## src/rtl/boot_seq.sv

```systemverilog
// Boot sequencer: forwards host instruction-cache loads, then drains the
// pipeline, releases the core and halts it on a write to HALT_ADDR.
module boot_seq #(
  parameter int unsigned DRAIN_CYCLES = 5,        // legal range 1-15
  parameter logic [15:0] HALT_ADDR    = 16'hFFFF
) (
  input  logic        clk,
  input  logic        rst,
  input  logic        boot_up,
  input  logic        boot_web,
  input  logic [7:0]  boot_addr,
  input  logic [31:0] boot_datai,
  input  logic        peri_web,
  input  logic [15:0] peri_addr,
  output logic        icache_web,
  output logic [7:0]  icache_addr,
  output logic [31:0] icache_datai,
  output logic        pc_run,
  output logic        pc_clear,
  output logic        halted,
  output logic        boot_err,
  output logic [8:0]  word_cnt,
  output logic [31:0] run_cycles
);

  localparam int unsigned ADDR_W = 8;
  localparam int unsigned DATA_W = 32;
  localparam int unsigned CNT_W  = 4;
  localparam int unsigned WORD_W = 9;
  localparam int unsigned RUN_W  = 32;

  localparam logic [WORD_W-1:0] WORD_MAX   = WORD_W'(256);
  localparam logic [RUN_W-1:0]  RUN_MAX    = {RUN_W{1'b1}};
  localparam logic [CNT_W-1:0]  DRAIN_LOAD = CNT_W'(DRAIN_CYCLES);

  typedef enum logic [2:0] {
    S_IDLE  = 3'd0,
    S_LOAD  = 3'd1,
    S_DRAIN = 3'd2,
    S_RUN   = 3'd3,
    S_HALT  = 3'd4
  } state_t;

  state_t             state;
  state_t             state_nxt;
  logic [CNT_W-1:0]   drain_cnt;
  logic [CNT_W-1:0]   drain_cnt_nxt;
  logic               icache_web_nxt;
  logic [ADDR_W-1:0]  icache_addr_nxt;
  logic [DATA_W-1:0]  icache_datai_nxt;
  logic               pc_run_nxt;
  logic               pc_clear_nxt;
  logic               halted_nxt;
  logic               boot_err_nxt;
  logic [WORD_W-1:0]  word_cnt_nxt;
  logic [RUN_W-1:0]   run_cycles_nxt;
  logic               halt_hit;
  logic               load_start;

  // State register plus every registered output; reset is immediate.
  always_ff @(posedge clk or posedge rst) begin
    if (rst) begin
      state        <= S_IDLE;
      drain_cnt    <= '0;
      icache_web   <= 1'b1;
      icache_addr  <= '0;
      icache_datai <= '0;
      pc_run       <= 1'b0;
      pc_clear     <= 1'b0;
      halted       <= 1'b0;
      boot_err     <= 1'b0;
      word_cnt     <= '0;
      run_cycles   <= '0;
    end else begin
      state        <= state_nxt;
      drain_cnt    <= drain_cnt_nxt;
      icache_web   <= icache_web_nxt;
      icache_addr  <= icache_addr_nxt;
      icache_datai <= icache_datai_nxt;
      pc_run       <= pc_run_nxt;
      pc_clear     <= pc_clear_nxt;
      halted       <= halted_nxt;
      boot_err     <= boot_err_nxt;
      word_cnt     <= word_cnt_nxt;
      run_cycles   <= run_cycles_nxt;
    end
  end

  // Next state and next output values; outputs describe the state being entered.
  always_comb begin
    state_nxt        = state;
    drain_cnt_nxt    = '0;
    icache_web_nxt   = 1'b1;
    icache_addr_nxt  = icache_addr;
    icache_datai_nxt = icache_datai;
    pc_run_nxt       = 1'b0;
    pc_clear_nxt     = 1'b0;
    halted_nxt       = 1'b0;
    boot_err_nxt     = boot_err;
    word_cnt_nxt     = word_cnt;
    run_cycles_nxt   = run_cycles;
    load_start       = 1'b0;
    halt_hit         = !peri_web && (peri_addr == HALT_ADDR);

    case (state)
      S_IDLE: begin
        if (boot_up) begin
          load_start = 1'b1;
        end
      end

      S_LOAD: begin
        if (!boot_up) begin
          // A strobe on the falling cycle of boot_up is dropped.
          if (word_cnt != '0) begin
            state_nxt     = S_DRAIN;
            pc_clear_nxt  = 1'b1;
            drain_cnt_nxt = DRAIN_LOAD;
          end else begin
            state_nxt    = S_IDLE;
            boot_err_nxt = 1'b1;
          end
        end else if (!boot_web) begin
          icache_web_nxt   = 1'b0;
          icache_addr_nxt  = boot_addr;
          icache_datai_nxt = boot_datai;
          if (word_cnt != WORD_MAX) begin
            word_cnt_nxt = word_cnt + WORD_W'(1);
          end
        end
      end

      S_DRAIN: begin
        if (boot_up) begin
          load_start = 1'b1;
        end else if (drain_cnt <= CNT_W'(1)) begin
          state_nxt  = S_RUN;
          pc_run_nxt = 1'b1;
        end else begin
          drain_cnt_nxt = drain_cnt - CNT_W'(1);
        end
      end

      S_RUN: begin
        if (run_cycles != RUN_MAX) begin
          run_cycles_nxt = run_cycles + RUN_W'(1);
        end
        // Reboot wins over a simultaneous halt write.
        if (boot_up) begin
          load_start = 1'b1;
        end else if (halt_hit) begin
          state_nxt  = S_HALT;
          halted_nxt = 1'b1;
        end else begin
          pc_run_nxt = 1'b1;
        end
      end

      S_HALT: begin
        halted_nxt = 1'b1;
        if (boot_up) begin
          load_start = 1'b1;
        end
      end

      default: begin
        state_nxt = S_IDLE;
      end
    endcase

    // Common LOAD entry: fresh counters and cleared error for the new boot.
    if (load_start) begin
      state_nxt      = S_LOAD;
      drain_cnt_nxt  = '0;
      word_cnt_nxt   = '0;
      run_cycles_nxt = '0;
      boot_err_nxt   = 1'b0;
      halted_nxt     = 1'b0;
      pc_run_nxt     = 1'b0;
      pc_clear_nxt   = 1'b0;
    end
  end

endmodule
```

## config.mk

```make
export PLATFORM = sky130hd
export DESIGN_NAME = boot_seq
export DESIGN_NICKNAME = d
export VERILOG_FILES = /design/src/rtl/boot_seq.sv
export SDC_FILE = /design/constraint.sdc
export NUM_CORES = 1
export LEC_CHECK = 0
export CORE_AREA = 5 5 104 106
export CTS_CLUSTER_SIZE = 40
export DETAILED_ROUTE_END_ITERATION = 6
export DIE_AREA = 0 0 109 111
export PLACE_DENSITY = 0.79
export SKIP_CTS_REPAIR_TIMING = 1
export SYNTH_ARGS = -nofsm -noshare
export SYNTH_HDL_FRONTEND = slang
export SYNTH_SLANG_ARGS = --single-unit
```

## constraint.sdc

```tcl
create_clock -name clk -period 3.3 [get_ports clk]
set_input_delay 0.33 -clock clk [delete_from_list [all_inputs] [get_ports clk]]
set_output_delay 0.33 -clock clk [all_outputs]
set_load 0.05 [all_outputs]
```

# After elaboration in Yosys (flattened, before gate mapping)
# Index checks and enable logic that the tools add are counted.
# word_totals
reg_bits,93
input_bits,61
out_inout_bits,86
elab_cells,93
# classes
addsub,3
order_cmp,1
n_eq_ne,16
mux,45
n_bitwise,1
reduce_logical,16
# op_table
op,n
two-way mux 32 bit,3
two-way mux 9 bit,5
"adder 32 x 1 -> 32 bit, second input constant",1
"!= test 32 bit, second input constant",1
two-way mux 3 bit,8
two-way mux 1 bit,21
"equality test 16 bit, second input constant",1
"!= test 3 bit, second input constant",5
two-way mux 4 bit,3
one-hot mux 3 bit (4 select lines),1
nonzero test 2 bit,5
"adder 9 x 1 -> 9 bit, second input constant",1
"!= test 9 bit, second input constant",1
nonzero test 9 bit,1
one-hot mux 4 bit (2 select lines),1
"equality test 3 x 2 -> 1 bit, second input constant",2
"!= test 2 x 1 -> 1 bit, second input constant",3
AND reduction 3 bit,2
AND reduction 6 bit,1
"less-or-equal comparator 4 x 1 -> 1 bit, second input constant",1
one-hot mux 1 bit (2 select lines),2
AND reduction 4 bit,1
OR reduction 4 bit,1
"subtractor 4 x 1 -> 4 bit, second input constant",1
other kinds (10),10

# Longest topological paths before layout
# depth
word_depth,6
ltp_mapped,8
depth_no_buf,7

# Worst setup path after synthesis
# Ideal clock, no wire load.
# synth_timing
path_kind,reg2reg
start,reg run_cycles[12]
end,reg run_cycles[0]
setup_ps,132
arrival_ps,2028
required_time_ps,3168
path_slack_ps,1140
path_stages_with_launch,8
n_path_buf,2
period_less_slack_ps,2160
path_cell_list,dfrtp_1 -> and4_1 -> nand4_4 -> o31ai_2 -> buf_6 -> buf_8 -> xor2_1 -> nor2_1
# synth_between
elab_chain_len,3
# synth_rtl
element,line_no,rtl
start: declaration,23,output logic [31:0] run_cycles
start signal: assignment,85,run_cycles <= run_cycles_nxt;
!= test 32 bit,145,if (run_cycles != RUN_MAX) begin
nonzero test 2 bit (no line),n/a,
AND reduction 2 bit (no line),n/a,
# No other way between the ends.
# A chain may end at the register's enable or synchronous reset.

# Worst setup path in the final report
# layout_timing
start,reg run_cycles[8]
end,reg run_cycles[4]
# Same word-level chain as after synthesis.

==> out/results.ini <==
[finish]
n_antenna_cell=0
final_util=0.633
area_delta_synth_final_pct=40.6
fin_nets=681
final_cell_area_sq_um=6130
drive_above_1_share=0.0516

[power]
power_w=0.00447
ir_worst_vdd_mv=0.605
p_per_area_nw_per_um2=728
p_leak_nw=2.70

[synth]
async_reset_ff_frac=1.00
synth_edf_count=0
synth.distinct_cells=46
ys.flop_type=dfrtp_1
syn-num-nets=544
syn_inst=478
ys_seq_area_frac=0.534
yosysWarnings=0
synth_area_sq_um=4360
ys_seq_elements=93
synth.avg_cell_area_sq_um=9.12

[clock_tree]
cts_tree=built
clk_latency_ns=0.35
cts_sinks=93
htreeDepth=3
root_buffer=clkbuf_8
cts_made_buffers=9
clockBufferDepth=2
clk_pin_slew_ns=0.09

[route]
drtIter0Drc=155
viasPerCell=5.25
wl_met2_mm=5.56
drc=0
drt-total-wl_mm=11.4
drt-met1-wl_mm=4.79
wl_met3_um=837
highest_layer=met4
drtPass1Iterations=4
ant_nets=0
wl_per_cell_um=15.1
dr_total_vias=3950

[min_path]
hold_class=in -> async

[sta]
hold_viol=0
rsz0062_at_grt=no
fin_crit_sh=0.715
fmax_mhz=424
worst_slew_pin_slew_ns=1.23
worst_clock_skew_ns=0.0104
timing.setup.tns_ns=0
slew_headroom=0.180
setup_viol=0
drv_slew=0
layout_min_cycle_time_ns=2.36

[die]
rows=36
dieArea_sq_um=12100
start_util=0.450
ios=147
coreArea_sq_um=9680
fp.dieW_um=109
fp.dieH_um=111

[worst_setup_path]
critPathMaxStageDelay_ns=0.64
worstSetupStartpointType=flip-flop
cp.arrival_ns=2.63
crit_type=reg -> reg
path_cells=and4_1 > nand4_4 > o31ai_2 > buf_4 > o21ai_0 > a21oi_1
crit_slowest_cell=o31ai_2
required_ns=3.57
crit_path_max_fanout=21
setup.worst_path.end_class=flip-flop

[global_routing]
grt.total_usage=0.193
grt_overflow=0
grt_pass1_vias=3889
antenna_found_initial=0
grt_max_degree=58
grt_pass1_wl_mm=18.8

[placed_design]
placed_area_sq_um=5910
place_hpwl_mm=8.26
port-buffer-count=146
place.gp.congestion=0.829

[flow_run]
maxCapViolCount=0

[run_status]
status=complete, no violations

## cell usage after synthesis, types with 2 or more instances
library cell	n	share of area
o31ai_1	10	0.017
ha_1	5	0.014
clkbuf_1	15	0.013
dfrtp_1	92	0.53
buf_6	2	0.0052
nand3_1	16	0.018
nand4_1	11	0.016
nor2_1	17	0.015
and2_1	2	0.0029
and3_1	10	0.014
nand4b_1	2	0.0040
o211ai_1	6	0.010
xnor2_1	4	0.0080
o21ai_1	2	0.0023
nor2b_1	3	0.0043
or2_2	2	0.0029
buf_2	4	0.0046
nor3_1	5	0.0057
inv_1	10	0.0086
and4_1	6	0.012
or4_1	10	0.017
xor2_1	6	0.012
a21oi_1	30	0.034
nand2_1	146	0.13
or3_1	18	0.026
nand2b_1	3	0.0043
o21a_1	3	0.0052
o21ai_0	20	0.023
## routing by layer
layer	GRT usage	vias to the layer above
met5	0	-
li1	-	1922
met3	0.0547	12
met4	0.0749	0
met1	0.241	1895
met2	0.312	121
## power by group
part | switching (W) | total (W) | internal [W]
registers | 0.000182 | 0.00159 | 0.00141
clock network | 0.000412 | 0.000841 | 0.000429
logic | 0.00138 | 0.00204 | 0.000659
total | 0.00197 | 0.00447 | 0.00249
## placed cells by master, fill, tap and decap left out, drive strengths merged, types with 4 or more instances in the layout
cell type      netlist  layout
xnor2                4       4
clkdlybuf4s50        0     146
o21ai               22      22
and4                 6       6
ha                   5       5
nor3                 5       5
nand3               16      16
or3                 18      18
clkinvlp             0       4
buf                  8       4
inv                 10      10
clkbuf              16       9
o31ai               11      11
and3                10      10
o211ai               6       6
nand2              146     146
a21oi               30      30
dfrtp               92      92
nor2                18      18
xor2                 6       6
nand4               13      13
or4                 10      10
## through the flow
stage	std cells	hold slack (ns)	setup slack [ns]
after floorplan	478	0.435	0.551
after global placement	737	0.458	0.996
after detailed placement	737	0.461	0.918
after CTS	753	0.377	0.949
after global routing	753	0.413	0.743
final	753	0.361	0.941
## kinds of logic after synthesis
group,after synthesis,share of synthesized area
AND/OR/NAND/NOR,258,0.287
flip-flops,93,0.534
buffers and inverters,34,0.0376
AO/OA/AOI/OAI,78,0.107
adder cells (fa/ha/maj),5,0.0143
XOR/XNOR,10,0.0201
## area by class of cell
cell class	instances	area (sq um)
clock inverters	7	98.8
repair buffers	150	1500
inverters	10	38.8
multi-input cells	351	1870
well taps	133	166
fillers	797	3550
flip-flops and latches	93	2330
clock buffers	9	124
## worst paths after layout
path / from / endpoint / slack [ns] / depth (start not counted)
worst max register to register: run_cycles[8]$_DFFE_PP0P_ / run_cycles[4]$_DFFE_PP0P_ / 0.94 / 6
worst max-delay path: run_cycles[8]$_DFFE_PP0P_ / run_cycles[4]$_DFFE_PP0P_ / 0.94 / 6
min in group clk: icache_datai[17]$_DFFE_PP0P_ / icache_datai[17]$_DFFE_PP0P_ / 0.48 / 2
worst min-delay path: rst / icache_datai[7]$_DFFE_PP0P_ / 0.36 / 2
worst min register to register: icache_datai[17]$_DFFE_PP0P_ / icache_datai[17]$_DFFE_PP0P_ / 0.48 / 2
max in group asynchronous: rst / state[0]$_DFFE_PP0P_ / 2.23 / 3
## flip-flops by register name, summed over array words and instances, names as in the netlist
signal and count:
boot_err 1, run_cycles 32, pc_clear 1, icache_datai 32
state 3, icache_web 1, word_cnt 9, pc_run 1
halted 1, icache_addr 8, drain_cnt 4
## critical path: cells and delay by family (launching register included)
family          cells  cell delay [ns]
compound gates      3             0.91
flops               1             0.44
simple gates        2             0.58
buf+inv             1             0.34
No activity file was read; power rests on OpenSTA's default activity.
